--- src/rtl/switch_rdram_arb.sv ---
// switch_rdram_arb: N-client read-port arbiter for a single-port read RAM (i_sel or round-robin), returns tagged read data to the owning client
module switch_rdram_arb #(
  parameter int DWIDTH = 16,
  parameter int RAM_DEPTH = 3072,
  parameter int NCLIENTS = 2,
  parameter int RD_LATENCY = 1,
  parameter int MODE = 0,
  localparam int AW = $clog2(RAM_DEPTH),
  localparam int CW = $clog2(NCLIENTS)
) (
  input  logic                         i_clk,
  input  logic                         i_rst,
  input  logic [CW-1:0]                i_sel,
  input  logic [NCLIENTS-1:0]          i_req,
  input  logic [NCLIENTS*AW-1:0]       i_client_addr,
  output logic [NCLIENTS-1:0]          o_gnt,
  output logic [NCLIENTS*DWIDTH-1:0]   o_client_data,
  output logic [NCLIENTS-1:0]          o_client_valid,
  output logic [AW-1:0]                o_ram_addr,
  output logic                         o_ram_en,
  input  logic [DWIDTH-1:0]            i_ram_data
);
  logic [CW-1:0] ptr, gidx, out_i;
  logic hit, out_v;
  logic tag_v [RD_LATENCY];
  logic [CW-1:0] tag_i [RD_LATENCY];
  assign out_v = tag_v[RD_LATENCY-1];
  assign out_i = tag_i[RD_LATENCY-1];
  always_comb begin
    hit = 1'b0;
    gidx = '0;
    if (MODE == 0) begin
      hit = !i_rst && ({1'b0, i_sel} < (CW+1)'(NCLIENTS)) && i_req[i_sel];
      gidx = i_sel;
    end else
      // descending scan so the nearest requester after ptr is the last writer
      for (int k = NCLIENTS; k >= 1; k--)
        if (!i_rst && i_req[(int'(ptr) + k) % NCLIENTS]) begin
          hit = 1'b1;
          gidx = CW'((int'(ptr) + k) % NCLIENTS);
        end
    for (int k = 0; k < NCLIENTS; k++) o_gnt[k] = hit && gidx == CW'(k);
    o_ram_en = hit;
    o_ram_addr = hit ? i_client_addr[int'(gidx)*AW +: AW] : '0;
  end
  always_ff @(posedge i_clk or posedge i_rst)
    if (i_rst) begin
      ptr <= CW'(NCLIENTS-1);
      o_client_data <= '0;
      o_client_valid <= '0;
      for (int k = 0; k < RD_LATENCY; k++) begin
        tag_v[k] <= 1'b0;
        tag_i[k] <= '0;
      end
    end else begin
      if (hit) ptr <= gidx;
      tag_v[0] <= hit;
      tag_i[0] <= gidx;
      for (int k = 1; k < RD_LATENCY; k++) begin
        tag_v[k] <= tag_v[k-1];
        tag_i[k] <= tag_i[k-1];
      end
      for (int k = 0; k < NCLIENTS; k++) begin
        o_client_valid[k] <= out_v && out_i == CW'(k);
        if (out_v && out_i == CW'(k)) o_client_data[k*DWIDTH +: DWIDTH] <= i_ram_data;
      end
    end
endmodule

--- config.mk ---
export PLATFORM = sky130hd
export DESIGN_NAME = switch_rdram_arb
export DESIGN_NICKNAME = d
export VERILOG_FILES = /design/src/rtl/switch_rdram_arb.sv
export SDC_FILE = /design/constraint.sdc
export NUM_CORES = 1
export LEC_CHECK = 0
export CAP_MARGIN = 10
export CORE_UTILIZATION = 30
export CTS_CLUSTER_SIZE = 8
export DETAILED_ROUTE_END_ITERATION = 16
export PLACE_DENSITY_LB_ADDON = 0.3
export SLEW_MARGIN = 20
export SYNTH_ARGS = -nofsm -noshare
export SYNTH_HDL_FRONTEND = slang
export SYNTH_SLANG_ARGS = --single-unit
export TNS_END_PERCENT = 100
--- constraint.sdc ---
create_clock -name i_clk -period 3.5 [get_ports i_clk]
set_input_delay 0.525 -clock i_clk [delete_from_list [all_inputs] [get_ports i_clk]]
set_output_delay 0.525 -clock i_clk [all_outputs]
set_load 0.01 [all_outputs]
==> flow_summary.yaml, run 1 <==
run_status:
  run_status: "completed"
sta:
  period_minus_slack_ns: 2.94
  tightest_slew_ns: 1.00
  whs_ns: 0.507
  max-slew-margin-rel_pct: 33.2
  fin_skew_ns: 0.00526
  fin_crit_sh_pct: 84.0
  timing.setup.tns_ns: 0
  finalHoldViolations: 0
  finalMaxSlewViolations: 0
  rsz0062_at_grt: "false"
  fmax_mhz: 340
  setup_violations: 0
die:
  design.core.area_um2: 5140
  ios: 94
  die_w_um: 75.3
  fp.dieH_um: 75.3
  start_util_pct: 31.3
  num_rows: 26
  die-area_um2: 5660
logic_synthesis:
  yosysWarnings: 0
  syn_nets: 168
  synth_top_area_share_pct: 55.9
  synth.most_common_cell: "dfrtp_1"
  ys.flop_type: "dfrtp_1"
  synthTopCellsByCount: "dfrtp_1 (36), mux2_2 (23), a21oi_1 (13)"
  async_reset_ff_share_pct: 100
  yosys.area.top_type: "dfrtp_1"
  netlist_top_cells_area: "dfrtp_1 (56%), mux2_2 (16%), mux2_4 (8.4%), nand3b_1 (5.6%), a21oi_1 (4.0%)"
  synth_seq_area_share_pct: 55.9
  syn_inst: 123
  avgSynthCellArea_um2: 13.1
  yosys_register_bits: 36
  synth_edf_count: 0
  post_synth_num_cell_types: 16
  syn-cell-area_um2: 1610
grt:
  antenna_found_initial: 0
  gr-total-overflow: 0
  grt_pass1_wl_um: 5620
  grt_max_degree: 28
  grt_pass1_vias: 1206
  track_usage_pct: 13.5
pwr:
  power.total_mw: 1.26
  power_density_nw_per_um2: 472
  clock_power_share_pct: 23.8
  p_leak_nw: 1.10
  p_seq_share_pct: 42.9
  p_int_uw: 938
  vdd_drop_max_mv: 0.161
  pwr-share-comb_pct: 33.3
  p_sw_uw: 324
  power.share.switching_pct: 25.7
layout:
  nNetsFinal: 260
  fin_cells: 286
  utilization_pct: 52.0
  multiInputGateArea_um2: 639
  synthToLayoutAreaGrowth_pct: 65.9
  diodes: 0
  register_area_um2: 901
  drive_gt1_share_pct: 19.0
  nFillCells: 497
routing:
  drtIter0Drc: 39
  met3_wirelength_um: 301
  post-route-drc-count: 0
  wl_um: 3790
  wl_met1_um: 1580
  route.met2.wl_um: 1870
  wl_per_cell_um: 13.2
  drt-vias-per-instance: 4.52
  ant_nets: 0
  highest-signal-layer: "met4"
  routed-via-count: 1293
  first_pass_iters: 5
clock_tree:
  clk_latency_ns: 0.28
  cts_tree: "built"
  htreeDepth: 2
  post-cts-setup-buffers: 0
  cts_resized: 0
  cts_buffers: 5
  clk_pin_slew_worst_paths_ns: 0.07
  cts_hold_buf: 0
  cts_num_sinks: 36
  cts_root_buf: "clkbuf_8"
  clockBufferDepth: 2
setup_path:
  path_class: "input port to primary output"
  cp-start-kind: "input port"
  ff2ff_path_depth: 2
  path_max_fanout: 27
  crit_arrival_ns: 2.41
  end_kind: "primary output"
  required_ns: 2.97
hold_path:
  whs_path_depth: 1
  hold_class: "register to register"
placed_design:
  io_buffer_count: 93
  dpl.hpwl_um: 2780
  placedCellCount: 278
  gp_congestion: 0.726
job:
  drv_cap: 0
==> final cells by class <==
| cell class | instances | area share, % |
|---|---|---|
| timing repair buffer | 94 | 35.1 |
| clock inverter | 1 | 0.281 |
| sequential | 36 | 33.7 |
| tap | 70 | 3.28 |
| inverter | 3 | 0.422 |
| multi-input combinational | 75 | 23.9 |
| clock buffer | 7 | 3.23 |
==> through the flow <==
step                worst slack, ns  area [um^2]
finish                        0.561         2670
detailed placement            0.559         2580
global route                  0.384         2670
CTS                           0.555         2670
floorplan                      1.80         1610
global placement              0.595         2580
==> cells in the final DEF, fill, tap and decap left out <==
| cell type | instances |
|---|---|
| nor2_1 | 2 |
| mux2_4 | 9 |
| dfrtp_1 | 36 |
| nand3_1 | 12 |
| buf_4 | 1 |
| nand2b_1 | 2 |
| clkbuf_8 | 6 |
| clkdlybuf4s50_1 | 93 |
| nand2_1 | 1 |
| nand3b_1 | 12 |
| nand2_2 | 1 |
| clkbuf_1 | 1 |
| clkinvlp_4 | 1 |
| inv_1 | 3 |
| mux2_2 | 23 |
| a21oi_1 | 13 |
==> cells by family after synthesis <==
group,synth area share (%)
AOI/OAI and AO/OA,4.04
buffers and inverters,4.35
DFF,55.9
muxes,24.5
and+or+nand+nor,11.2
==> power groups by stage <==
stage	clock network, mW	logic (mW)	registers, mW
floorplan	0	0.128	0.588
global placement	0	0.420	0.546
detailed placement	0	0.425	0.551
CTS	0.312	0.426	0.543
global route	0.331	0.449	0.551
finish	0.300	0.420	0.542
==> metal layers <==
layer	vias to the layer above	track usage [%]
li1	619	-
met1	607	15.2
met2	63	23.4
met3	4	5.09
met4	0	4.94
met5	-	0
==> critical path, stage by stage <==
cell and delay [ns]:
clkdlybuf4s50_1 0.79, nand2b_1 0.34, a21oi_1 0.18, clkdlybuf4s50_1 0.58
==> flip-flops by register name, indices dropped and copies added, names as in the netlist <==
| signal | count |
|---|---|
| out_v | 1 |
| o_client_data | 32 |
| o_client_valid | 2 |
| out_i | 1 |
==> final timing paths <==
kind	start	end	slack (ns)
hold / removal	o_client_data[24]	o_client_data[24]	0.51
setup reg to reg	out_i	o_client_data[9]	1.83
min in group asynchronous	i_rst	o_client_data[12]	0.98
max in group asynchronous	i_rst	o_client_valid[0]	1.83
hold reg to reg	o_client_data[24]	o_client_data[24]	0.51
setup / recovery	i_sel	o_ram_en	0.56
Note: power is estimated with default switching activity, not from simulation.
==> run 2, diff against run 1 <==
==> constraint.sdc (replaced) <==
create_clock -name i_clk -period 2.9 [get_ports i_clk]
set_input_delay 0.435 -clock i_clk [delete_from_list [all_inputs] [get_ports i_clk]]
set_output_delay 0.435 -clock i_clk [all_outputs]
set_load 0.01 [all_outputs]
==> run 2 against run 1 <==
  * Cell area rose by 0.56%
  * Worst setup slack lost 0.19 ns
  * First-iteration DRC count is 2.6% lower
  * Via count decreased by 0.77%
  * Power rose by 21%
  * Non-clock buffer count up 2
  * Routed wire length up 0.24%
  * Sequential power increased by 20%
  * Largest power group unchanged
  * Clock-buffer cell count is the same
  * Clock skew up 0.0035 ns
==> flow_summary.yaml, run 2 (synthesis gave the netlist of run 1 again) <==
run_status:
  run_status: "completed"
clock_tree:
  clk_pin_slew_worst_paths_ns: 0.07
  cts_tree: "built"
  cts_num_sinks: 36
  cts_resized: 0
  cts_root_buf: "clkbuf_8"
  post-cts-setup-buffers: 0
  cts_hold_buf: 0
  clockBufferDepth: 2
  clk_latency_ns: 0.28
  cts_buffers: 5
  htreeDepth: 2
die:
  die-area_um2: 5660
  ios: 94
  design.core.area_um2: 5140
  num_rows: 26
  die_w_um: 75.3
  start_util_pct: 31.3
  fp.dieH_um: 75.3
sta:
  finalMaxSlewViolations: 0
  fmax_mhz: 395
  period_minus_slack_ns: 2.53
  finalHoldViolations: 0
  timing.setup.tns_ns: 0
  max-slew-margin-rel_pct: 32.6
  tightest_slew_ns: 1.01
  setup_violations: 0
  fin_crit_sh_pct: 87.2
  rsz0062_at_grt: "false"
  fin_skew_ns: 0.00872
  setup_ws_ns: 0.371
hold_path:
  hold_class: "register to register"
  min_to: "o_client_data[26]"
  hold_start: "o_client_data[26]"
  whs_path_depth: 1
grt:
  gr-total-overflow: 0
  antenna_found_initial: 0
  grt_pass1_vias: 1212
  busiest_layer: "met2"
  grt_max_degree: 28
  track_usage_pct: 14.2
  grt_pass1_wl_um: 5780
  grtUsageMet2_pct: 23.5
  grt_util_met1_pct: 15.5
  use_met3_pct: 6.56
setup_path:
  r2r_end: "o_client_data[11]"
  end_kind: "primary output"
  cp_common_cell: "clkdlybuf4s50_1"
  r2r_slack_ns: 1.24
  critical-path-top-delay-family: "buffers and inverters"
  path_max_fanout: 13
  critical_path.cell_chain: "clkdlybuf4s50_1 -> nand2b_1 -> a21oi_1 -> clkdlybuf4s50_1"
  required_ns: 2.47
  reg2reg_from: "out_i"
  path_class: "input port to primary output"
  cp-start-kind: "input port"
  cpPeakStageDelay_ns: 0.76
  ff2ff_path_depth: 2
  crit_arrival_ns: 2.09
  cp_num_buf_inv: 2
  slowest_stage: "clkdlybuf4s50_1"
layout:
  final_common_cell: "clkdlybuf4s50_1"
  largest-register: "o_client_data"
  diodes: 0
  utilization_pct: 52.3
  synthToLayoutAreaGrowth_pct: 66.8
  reg_top3: "o_client_data: 32 flops, o_client_valid: 2 flops"
  nNetsFinal: 262
  final_cell_mix: "clkdlybuf4s50_1 (93), dfrtp_1 (36), mux2_2 (23)"
  largest_register_ffs: 32
  drive_gt1_share_pct: 19.7
routing:
  first_pass_iters: 2
  post-route-drc-count: 0
  routed-via-count: 1283
  wl_per_cell_um: 13.2
  wl_um: 3800
  drt-vias-per-instance: 4.45
  ant_nets: 0
  drtIter0Drc: 38
placed_design:
  io_buffer_count: 93
  post-place-ws_ns: 0.347
  gp_congestion: 0.741
  dpl.hpwl_um: 2800
pwr:
  vdd_drop_max_mv: 0.245
  power.total_mw: 1.53
  power_density_nw_per_um2: 568
  p_leak_nw: 1.11
job:
  drv_cap: 0
-- run 2: power breakdown --
group	switching (mW)	internal (mW)
clock	0.172	0.193
sequential	0.0497	0.603
combinational	0.171	0.337
-- run 2: routing by layer --
layer	wire length (um)	share of wire [%]
met2	1830	48
met4	60	1.6
met3	371	9.8
met5	0	0
met1	1540	41
-- run 2: stage by stage --
step / area, um^2 / hold slack, ns / std cells
2_1_floorplan: 1610 / 0.466 / 123
3_3_place_gp: 2590 / 0.487 / 280
3_5_place_dp: 2590 / 0.493 / 280
4_1_cts: 2690 / 0.510 / 288
5_1_grt: 2690 / 0.526 / 288
6_report: 2690 / 0.505 / 288
-- run 2: area by class of cell --
class,count,area (um^2)
clock buffers,7,86.3
clock inverters,1,7.51
fillers,503,2450
inverters,3,11.3
multi-input cells,75,639
flip-flops and latches,36,901
well taps,70,87.6
repair buffers,96,953
-- run 2: worst register-to-register path, stage by stage, from the launching register on --
cell and delay, ns:
dfrtp_1 0.35, nand2b_1 0.78, mux2_2 0.43
-- run 2: worst max-delay path by stage --
stage                            end     start  cells after the start
finish                      o_ram_en  i_req[0]                      4
global route                o_ram_en  i_req[0]                      4
CTS                         o_ram_en  i_req[0]                      4
detailed placement          o_ram_en  i_req[0]                      4
global placement            o_ram_en  i_req[0]                      4
floorplan           o_client_data[0]     i_rst                      3
